<file path="config.mk">
export PLATFORM = sky130hd
export DESIGN_NAME = keypad_scan_debounce
export DESIGN_NICKNAME = d
export VERILOG_FILES = /design/src/rtl/keypad_pkg.sv /design/src/rtl/keypad_scan_debounce_sync2.sv /design/src/rtl/keypad_scan_debounce.sv
export SDC_FILE = /design/constraint.sdc
export NUM_CORES = 1
export LEC_CHECK = 0
export ABC_AREA = 1
export CAP_MARGIN = 10
export CORE_AREA = 2 2 102 104
export CTS_BUF_LIST = sky130_fd_sc_hd__clkbuf_4 sky130_fd_sc_hd__clkbuf_8
export CTS_CLUSTER_SIZE = 40
export DETAILED_ROUTE_END_ITERATION = 10
export DIE_AREA = 0 0 104 106
export SETUP_SLACK_MARGIN = 0.15
export SYNTH_ARGS = -nofsm -noshare
export SYNTH_HDL_FRONTEND = slang
export SYNTH_HIERARCHICAL = 1
export SYNTH_SLANG_ARGS = --single-unit
</file>
<file path="constraint.sdc">
create_clock -name clk -period 2.2 [get_ports clk]
set_clock_uncertainty 0.2 [all_clocks]
set_input_delay 0.33 -clock clk [delete_from_list [all_inputs] [get_ports clk]]
set_output_delay 0.33 -clock clk [all_outputs]
set_load 0.1 [all_outputs]
</file>
<file path="src/rtl/keypad_pkg.sv">
// Shared types and constants for the 4x4 keypad scanner: FSM states, key map, idle row drive.
package keypad_pkg;

  typedef enum logic [1:0] {
    StScan,
    StDebPress,
    StHeld,
    StDebRelease
  } kp_state_t;

  localparam logic [3:0] ROW_IDLE = 4'b1110;

  // Entry (row*4 + col) lives at bits [4*(row*4+col) +: 4].
  localparam logic [63:0] KEY_MAP = {
    4'hD, 4'hF, 4'h0, 4'hE,
    4'hC, 4'h9, 4'h8, 4'h7,
    4'hB, 4'h6, 4'h5, 4'h4,
    4'hA, 4'h3, 4'h2, 4'h1
  };

  function automatic logic [3:0] key_lookup(input logic [1:0] row, input logic [1:0] col);
    return KEY_MAP[{row, col, 2'b00} +: 4];
  endfunction

  // Keep only the lowest-index low bit; all-ones means no key.
  function automatic logic [3:0] lowest_low(input logic [3:0] cols);
    logic [3:0] inv;
    inv = ~cols;
    return ~(inv & (~inv + 4'd1));
  endfunction

  function automatic logic [1:0] pat_to_col(input logic [3:0] pat);
    logic [1:0] col;
    col = 2'd0;
    for (int i = 3; i >= 0; i--) begin
      if (!pat[i]) col = 2'(i);
    end
    return col;
  endfunction

endpackage

</file>
<file path="src/rtl/keypad_scan_debounce_sync2.sv">
// Parameterized-width two-flop synchronizer; synchronous reset to all-ones (idle pulled-up lines).
module sync2 #(
  parameter int unsigned WIDTH = 4
) (
  input  logic             clk,
  input  logic             reset,
  input  logic [WIDTH-1:0] d,
  output logic [WIDTH-1:0] q
);

  logic [WIDTH-1:0] meta_q;
  logic [WIDTH-1:0] sync_q;

  always_ff @(posedge clk) begin
    if (reset) begin
      meta_q <= '1;
      sync_q <= '1;
    end else begin
      meta_q <= d;
      sync_q <= meta_q;
    end
  end

  assign q = sync_q;

endmodule

</file>
<file path="src/rtl/keypad_scan_debounce.sv">
// 4x4 keypad row scanner with press/release debounce and one-cycle key strobe.
// Define KEYPAD_MULTIKEY_REJECT_EN to treat several low columns as no key.
module keypad_scan_debounce
  import keypad_pkg::*;
#(
  parameter int unsigned SCAN_DIV        = 24000,
  parameter int unsigned DEBOUNCE_CYCLES = 480000
) (
  input  logic       clk,
  input  logic       reset,
  input  logic [3:0] columns,
  output logic [3:0] rows,
  output logic [3:0] key_code,
  output logic       key_valid
);

  localparam int unsigned DivW = $clog2(SCAN_DIV);
  localparam int unsigned CntW = $clog2(DEBOUNCE_CYCLES + 1);
  localparam logic [DivW-1:0] DivLast = DivW'(SCAN_DIV - 1);
  localparam logic [CntW-1:0] CntMax  = CntW'(DEBOUNCE_CYCLES);

  logic [3:0]      col_s;
  logic [3:0]      col_res;
  logic            key_found;
  logic            advance;
  logic [CntW-1:0] cnt_inc;

  kp_state_t       state_q, state_d;
  logic [1:0]      row_q, row_d;
  logic [3:0]      rows_q, rows_d;
  logic [DivW-1:0] div_q, div_d;
  logic [CntW-1:0] cnt_q, cnt_d;
  logic [3:0]      pat_q, pat_d;
  logic [3:0]      key_code_q, key_code_d;
  logic            key_valid_q, key_valid_d;

  sync2 #(
    .WIDTH(4)
  ) u_sync (
    .clk  (clk),
    .reset(reset),
    .d    (columns),
    .q    (col_s)
  );

`ifdef KEYPAD_MULTIKEY_REJECT_EN
  assign col_res = ($countones(~col_s) == 1) ? col_s : 4'b1111;
`else
  assign col_res = lowest_low(col_s);
`endif

  assign key_found = (col_res != 4'b1111);
  assign cnt_inc   = (cnt_q == CntMax) ? cnt_q : cnt_q + 1'b1;

  always_comb begin
    state_d     = state_q;
    row_d       = row_q;
    rows_d      = rows_q;
    div_d       = div_q;
    cnt_d       = cnt_q;
    pat_d       = pat_q;
    key_code_d  = key_code_q;
    key_valid_d = 1'b0;
    advance     = 1'b0;

    unique case (state_q)
      StScan: begin
        if (div_q == DivLast) begin
          div_d = '0;
          if (key_found) begin
            pat_d   = col_res;
            cnt_d   = '0;
            state_d = StDebPress;
          end else begin
            advance = 1'b1;
          end
        end else begin
          div_d = div_q + 1'b1;
        end
      end
      StDebPress: begin
        if (col_res == pat_q) begin
          cnt_d = cnt_inc;
          if (cnt_inc == CntMax) begin
            key_code_d  = key_lookup(row_q, pat_to_col(pat_q));
            key_valid_d = 1'b1;
            state_d     = StHeld;
          end
        end else begin
          cnt_d   = '0;
          state_d = StScan;
          advance = 1'b1;
        end
      end
      StHeld: begin
        if (col_s == 4'b1111) begin
          cnt_d   = '0;
          state_d = StDebRelease;
        end
      end
      StDebRelease: begin
        if (col_s == 4'b1111) begin
          cnt_d = cnt_inc;
          if (cnt_inc == CntMax) begin
            cnt_d   = '0;
            state_d = StScan;
            advance = 1'b1;
          end
        end else begin
          state_d = StHeld;
        end
      end
      default: state_d = StScan;
    endcase

    // Leaving a row always restarts the dwell on the next row.
    if (advance) begin
      row_d  = row_q + 2'd1;
      rows_d = {rows_q[2:0], rows_q[3]};
      div_d  = '0;
    end
  end

  always_ff @(posedge clk) begin
    if (reset) begin
      state_q     <= StScan;
      row_q       <= 2'd0;
      rows_q      <= ROW_IDLE;
      div_q       <= '0;
      cnt_q       <= '0;
      pat_q       <= 4'b1111;
      key_code_q  <= 4'h0;
      key_valid_q <= 1'b0;
    end else begin
      state_q     <= state_d;
      row_q       <= row_d;
      rows_q      <= rows_d;
      div_q       <= div_d;
      cnt_q       <= cnt_d;
      pat_q       <= pat_d;
      key_code_q  <= key_code_d;
      key_valid_q <= key_valid_d;
    end
  end

  assign rows      = rows_q;
  assign key_code  = key_code_q;
  assign key_valid = key_valid_q;

endmodule

</file>
==> results <==
## per-stage QoR
stage               cell area [sq um]  worst slack [ps]
floorplan                        3700              52.7
global placement                 4490              -285
detailed placement               4490              -302
CTS                              4800              -133
global route                     5120              -227
finish                           5120              -114
## area by class of cell
| cell class | count | area, sq um | area share, % |
|---|---|---|---|
| Multi-Input combinational cell | 436 | 2450 | 47.9 |
| Sequential cell | 59 | 1210 | 23.7 |
| Timing Repair Buffer | 96 | 772 | 15.1 |
| Inverter | 76 | 300 | 5.87 |
| Tap cell | 136 | 170 | 3.32 |
| Clock buffer | 11 | 145 | 2.83 |
| Clock inverter | 5 | 51.3 | 1.00 |
| Timing Repair inverter | 1 | 11.3 | 0.220 |
## Yosys cell counts, drive strengths merged
cell type	instances	share of area (%)
nand2	172	18
nor2	102	12
inv	76	7.8
dfxtp	59	32
nand3	40	5.6
a21oi	32	4.4
o21ai	21	3.0
nand4	11	1.9
xor2	11	2.6
ha	9	3.1
nor3	9	1.5
clkbuf	7	0.72
buf	5	1.3
xnor2	5	1.2
o211ai	4	0.82
nand3b	3	0.61
a31oi	2	0.34
a32oi	2	0.48
a211oi	1	0.20
a22o	1	0.24
a31o	1	0.24
a41oi	1	0.24
nor4	1	0.17
o2111ai	1	0.24
o22ai	1	0.17
o41ai	1	0.24
or2	1	0.17
## state kept, by name (all words and copies together) (netlist names)
signal	flops
cnt_q	19
div_q	15
key_code	4
pat_q	4
rows	4
u_sync/meta_q	4
u_sync/q	4
row_q	2
state_q	2
key_valid	1
## per-layer routing
layer  routed length, microns  up-vias
li1                         -     2047
met1                     4520     1806
met2                     4950       74
met3                      373       29
met4                      386        0
met5                        0        -
## timing repair
| action | CTS | global route |
|---|---|---|
| gates cloned | 0 | 5 |
| gates resized for setup | 28 | 72 |
| setup buffers | 4 | 3 |
| setup endpoints to repair | 46 | 51 |
| pin swaps | 8 | 19 |
## how the worst max path moves through the flow
stage,startpoint,endpoint,slack (ps),cells after the start
after CTS,cnt_q[0],key_code[1],-130,15
after detailed placement,cnt_q[1],cnt_q[13],-300,16
after global placement,cnt_q[1],key_code[3],-280,15
after floorplan,cnt_q[0],div_q[5],50,15
final,cnt_q[1],key_code[3],-110,15
after global routing,cnt_q[0],key_code[2],-230,16
## power by group through the flow
stage	clock network (mW)	logic, mW	registers, mW
floorplan	0	0.0535	1.11
global placement	0	0.0855	1.11
detailed placement	0	0.0865	1.11
CTS	1.05	0.0872	1.08
global route	1.09	0.106	1.08
finish	1.01	0.0949	1.08
## worst reg2reg max path: stages (launching register included)
cell and delay [ps]:
sky130_fd_sc_hd__dfxtp_4 370, sky130_fd_sc_hd__ha_4 170, sky130_fd_sc_hd__nand2_4 60, sky130_fd_sc_hd__nor2_4 140, sky130_fd_sc_hd__nand3_2 120, sky130_fd_sc_hd__nor2_1 100, sky130_fd_sc_hd__nand2_1 80, sky130_fd_sc_hd__nand2_2 90
sky130_fd_sc_hd__buf_6 90, sky130_fd_sc_hd__nand4_1 160, sky130_fd_sc_hd__nor2_2 160, sky130_fd_sc_hd__nand2_2 100, sky130_fd_sc_hd__nor2_4 140, sky130_fd_sc_hd__inv_2 70, sky130_fd_sc_hd__nand3_1 70, sky130_fd_sc_hd__o21ai_1 70
## kinds of logic (layout without fill, tap and decap cells)
kind of cell             after synthesis  count (layout)
XOR/XNOR                              16              16
adder cells (fa/ha/maj)                9               9
buffers and inverters                 88             189
AO/OA/AOI/OAI                         68              68
AND/OR/NAND/NOR                      339             343
flip-flops                            59              59
==> Flow_metrics.wiki <==
{| class="wikitable"
! Metric !! Value
|-
| Run status || finished, violations left
|-
| Violations in the final reports || negative setup slack
|-
| Estimated wirelength of the detail-placed design || 7170 microns
|-
| Insertion delay of the later-clocked pin in the worst-skew pair || 350 ps
|-
| Final-layout worst hold slack || 213 ps
|-
| Slew Limit Fails || 0
|-
| Number of hold violations in the final report || 0
|-
| End of the worst hold path || u_sync/q[1]
|-
| Tmin final || 2310 ps
|-
| Filler cells || 1,014
|-
| Floorplan Core Area || 0.0100 sq mm
|-
| Clock tree from TritonCTS || built
|-
| Number of global-route vias before repair || 3,693
|-
| Critical path launch point type || flip-flop
|-
| Routing usage on met1 || 21.9%
|-
| Commonest non-fill, non-tap cell in the layout || sky130_fd_sc_hd__nand2_1
|-
| TritonCTS sink count || 59
|-
| GRT busiest layer || met2
|-
| Total length of routed wires || 10,200 microns
|-
| Via total after detailed routing || a little under 4k
|-
| Count of placed standard cells including taps || 792
|-
| Number of register bits inferred by synthesis || 59
|-
| Detailed Routing Iterations Pass 1 || 5
|-
| Post-Layout Cell Count || 820
|-
| Simple-gate area share of the yosys netlist || around 40%
|-
| Post-synth design cell area || 0.00367 sq mm
|-
| Top-level port count || 15
|-
| Die Height || between 100 and 150 microns
|-
| Antenna Cells || 0
|-
| Number of buffers and inverters on the critical path || 2
|-
| Critical Path End Type || flip-flop
|-
| Most frequent cells in the layout || sky130_fd_sc_hd__nand2_1 (139), sky130_fd_sc_hd__buf_4 (84), sky130_fd_sc_hd__nor2_1 (68)
|-
| Start of the worst register-to-register path || cnt_q[1]
|-
| Portion of netlist area occupied by mux cells || 0%
|-
| Layout Area Growth over Synthesis || 39.7%
|-
| Post-detailed-route DRC marker count || 0
|-
| Unrepaired setup endpoints after global routing || yes
|-
| Overall power consumption || roughly 2.2 mW
|-
| Type of the worst min-delay path || reg2reg
|-
| Starting density of the core || 36.7%
|-
| Number of stages on the worst hold path || 2
|-
| Ratio of routed vias to standard cells || 4.82
|-
| Number of antenna violations at the first check in global routing || 0
|-
| Clock H-tree levels || 3
|-
| Power Dens Cells || around 430 mW/mm^2
|-
| Total Nets Final || a little under 700
|-
| Slew at the pin with the worst max-slew slack || 601 ps
|-
| Peak supply drop || 0.302 mV
|-
| Crit path largest cell delay || around 370 ps
|-
| Required time at the worst-slack endpoint || 2230 ps
|-
| Number of distinct library cell variants in the gate-level netlist after synthesis || 39
|-
| Tcrit/Tclk final || 105%
|-
| Delay-heaviest family, CP || simple AND/OR/NAND/NOR gates
|-
| Fraction of layout cells with a size suffix above 1 || between 30% and 40%
|-
| Xor-xnor portion of the synthesized cell area || 3.82%
|-
| Share of the synthesized area in compound gates (AO/OA/AOI/OAI) || 10.5%
|-
| Data arrival, critical path || 2350 ps
|-
| Total number of yosys warnings || 6
|-
| Maximum fanout encountered on the critical timing path || 4
|-
| Largest net degree at the start of global routing || 24
|-
| Post-layout util || 51.2%
|-
| Overall Global Routing Usage || a little under a fifth
|-
| ANT nets after route || 0
|-
| Proportion of synthesized chip area in sequential cells || 32.2%
|-
| Cell count of the worst reg-to-reg path || 15
|-
| Met3 global-route usage || 3.86%
|-
| GPL Wtd Cong || 0.972
|-
| Maximum operating frequency || 432 MHz
|-
| Cell at the root of the clock tree || sky130_fd_sc_hd__clkbuf_8
|-
| Worst reg2reg endpoint || key_code[3]
|-
| Std cell rows || 37
|-
| Net count after synthesis || 594
|-
| Register share of total power || 49.6%
|-
| Max-Slew Margin vs Limit || 59.9%
|-
| GR Util met2 || 32.0%
|-
| Net switching power || 507 uW
|-
| Clock-pin slew of the registers on the worst-case setup and hold paths || 70 ps
|-
| Total setup violations reported at the end of the flow || 35
|-
| Internal power || 1.68 mW
|-
| Grt ovf || 0
|-
| Largest family of logic cells by synthesized area || simple AND/OR/NAND/NOR gates
|-
| Number of I/O port buffers || 14
|-
| Hold Crit Start || u_sync/meta_q[1]
|-
| Category of the most critical setup path || reg2reg
|-
| Buffers from clock root to sink, at most || 2
|-
| Max-cap check violation count || 0
|-
| Clock power frac || approximately 46%
|-
| Lkg Pwr || 2.18 nW
|-
| Comb power frac || 4.3%
|-
| Average cell area after synthesis || roughly 6.3 sq um
|-
| Global-route wire length before repair || 16,700 microns
|-
| PnR worst setup slack || -114 ps
|-
| CP Cell Sequence || ha_4 > nand2_4 > nor2_4 > nand3_2 > nor2_1 > nand2_1 > nand2_2 > buf_6 > nand4_1 > nor2_2 > nand2_2 > nor2_4 > inv_2 > nand3_1 > o21ai_1
|-
| Number of buffers created by CTS || 9
|-
| Chip Width || 104 microns
|-
| Adder and majority cell fraction of the synthesized area || under 10%
|-
| Post-detailed-route wirelength per cell || 12.5 microns
|-
| Sw frac || 23.2%
|-
| CP max stage cell || sky130_fd_sc_hd__dfxtp_4
|-
| Number of cells produced by synthesis || around 580
|-
| Final total negative setup slack || -1660 ps
|-
| Internal reg-to-reg setup slack || -110 ps
|-
| Die area || approximately 0.011 sq mm
|-
| Hold bufs inserted after CTS || 0
|-
| Iter 0 DRT Violations || 193
|}
No activity file was read; power rests on OpenSTA's default activity.
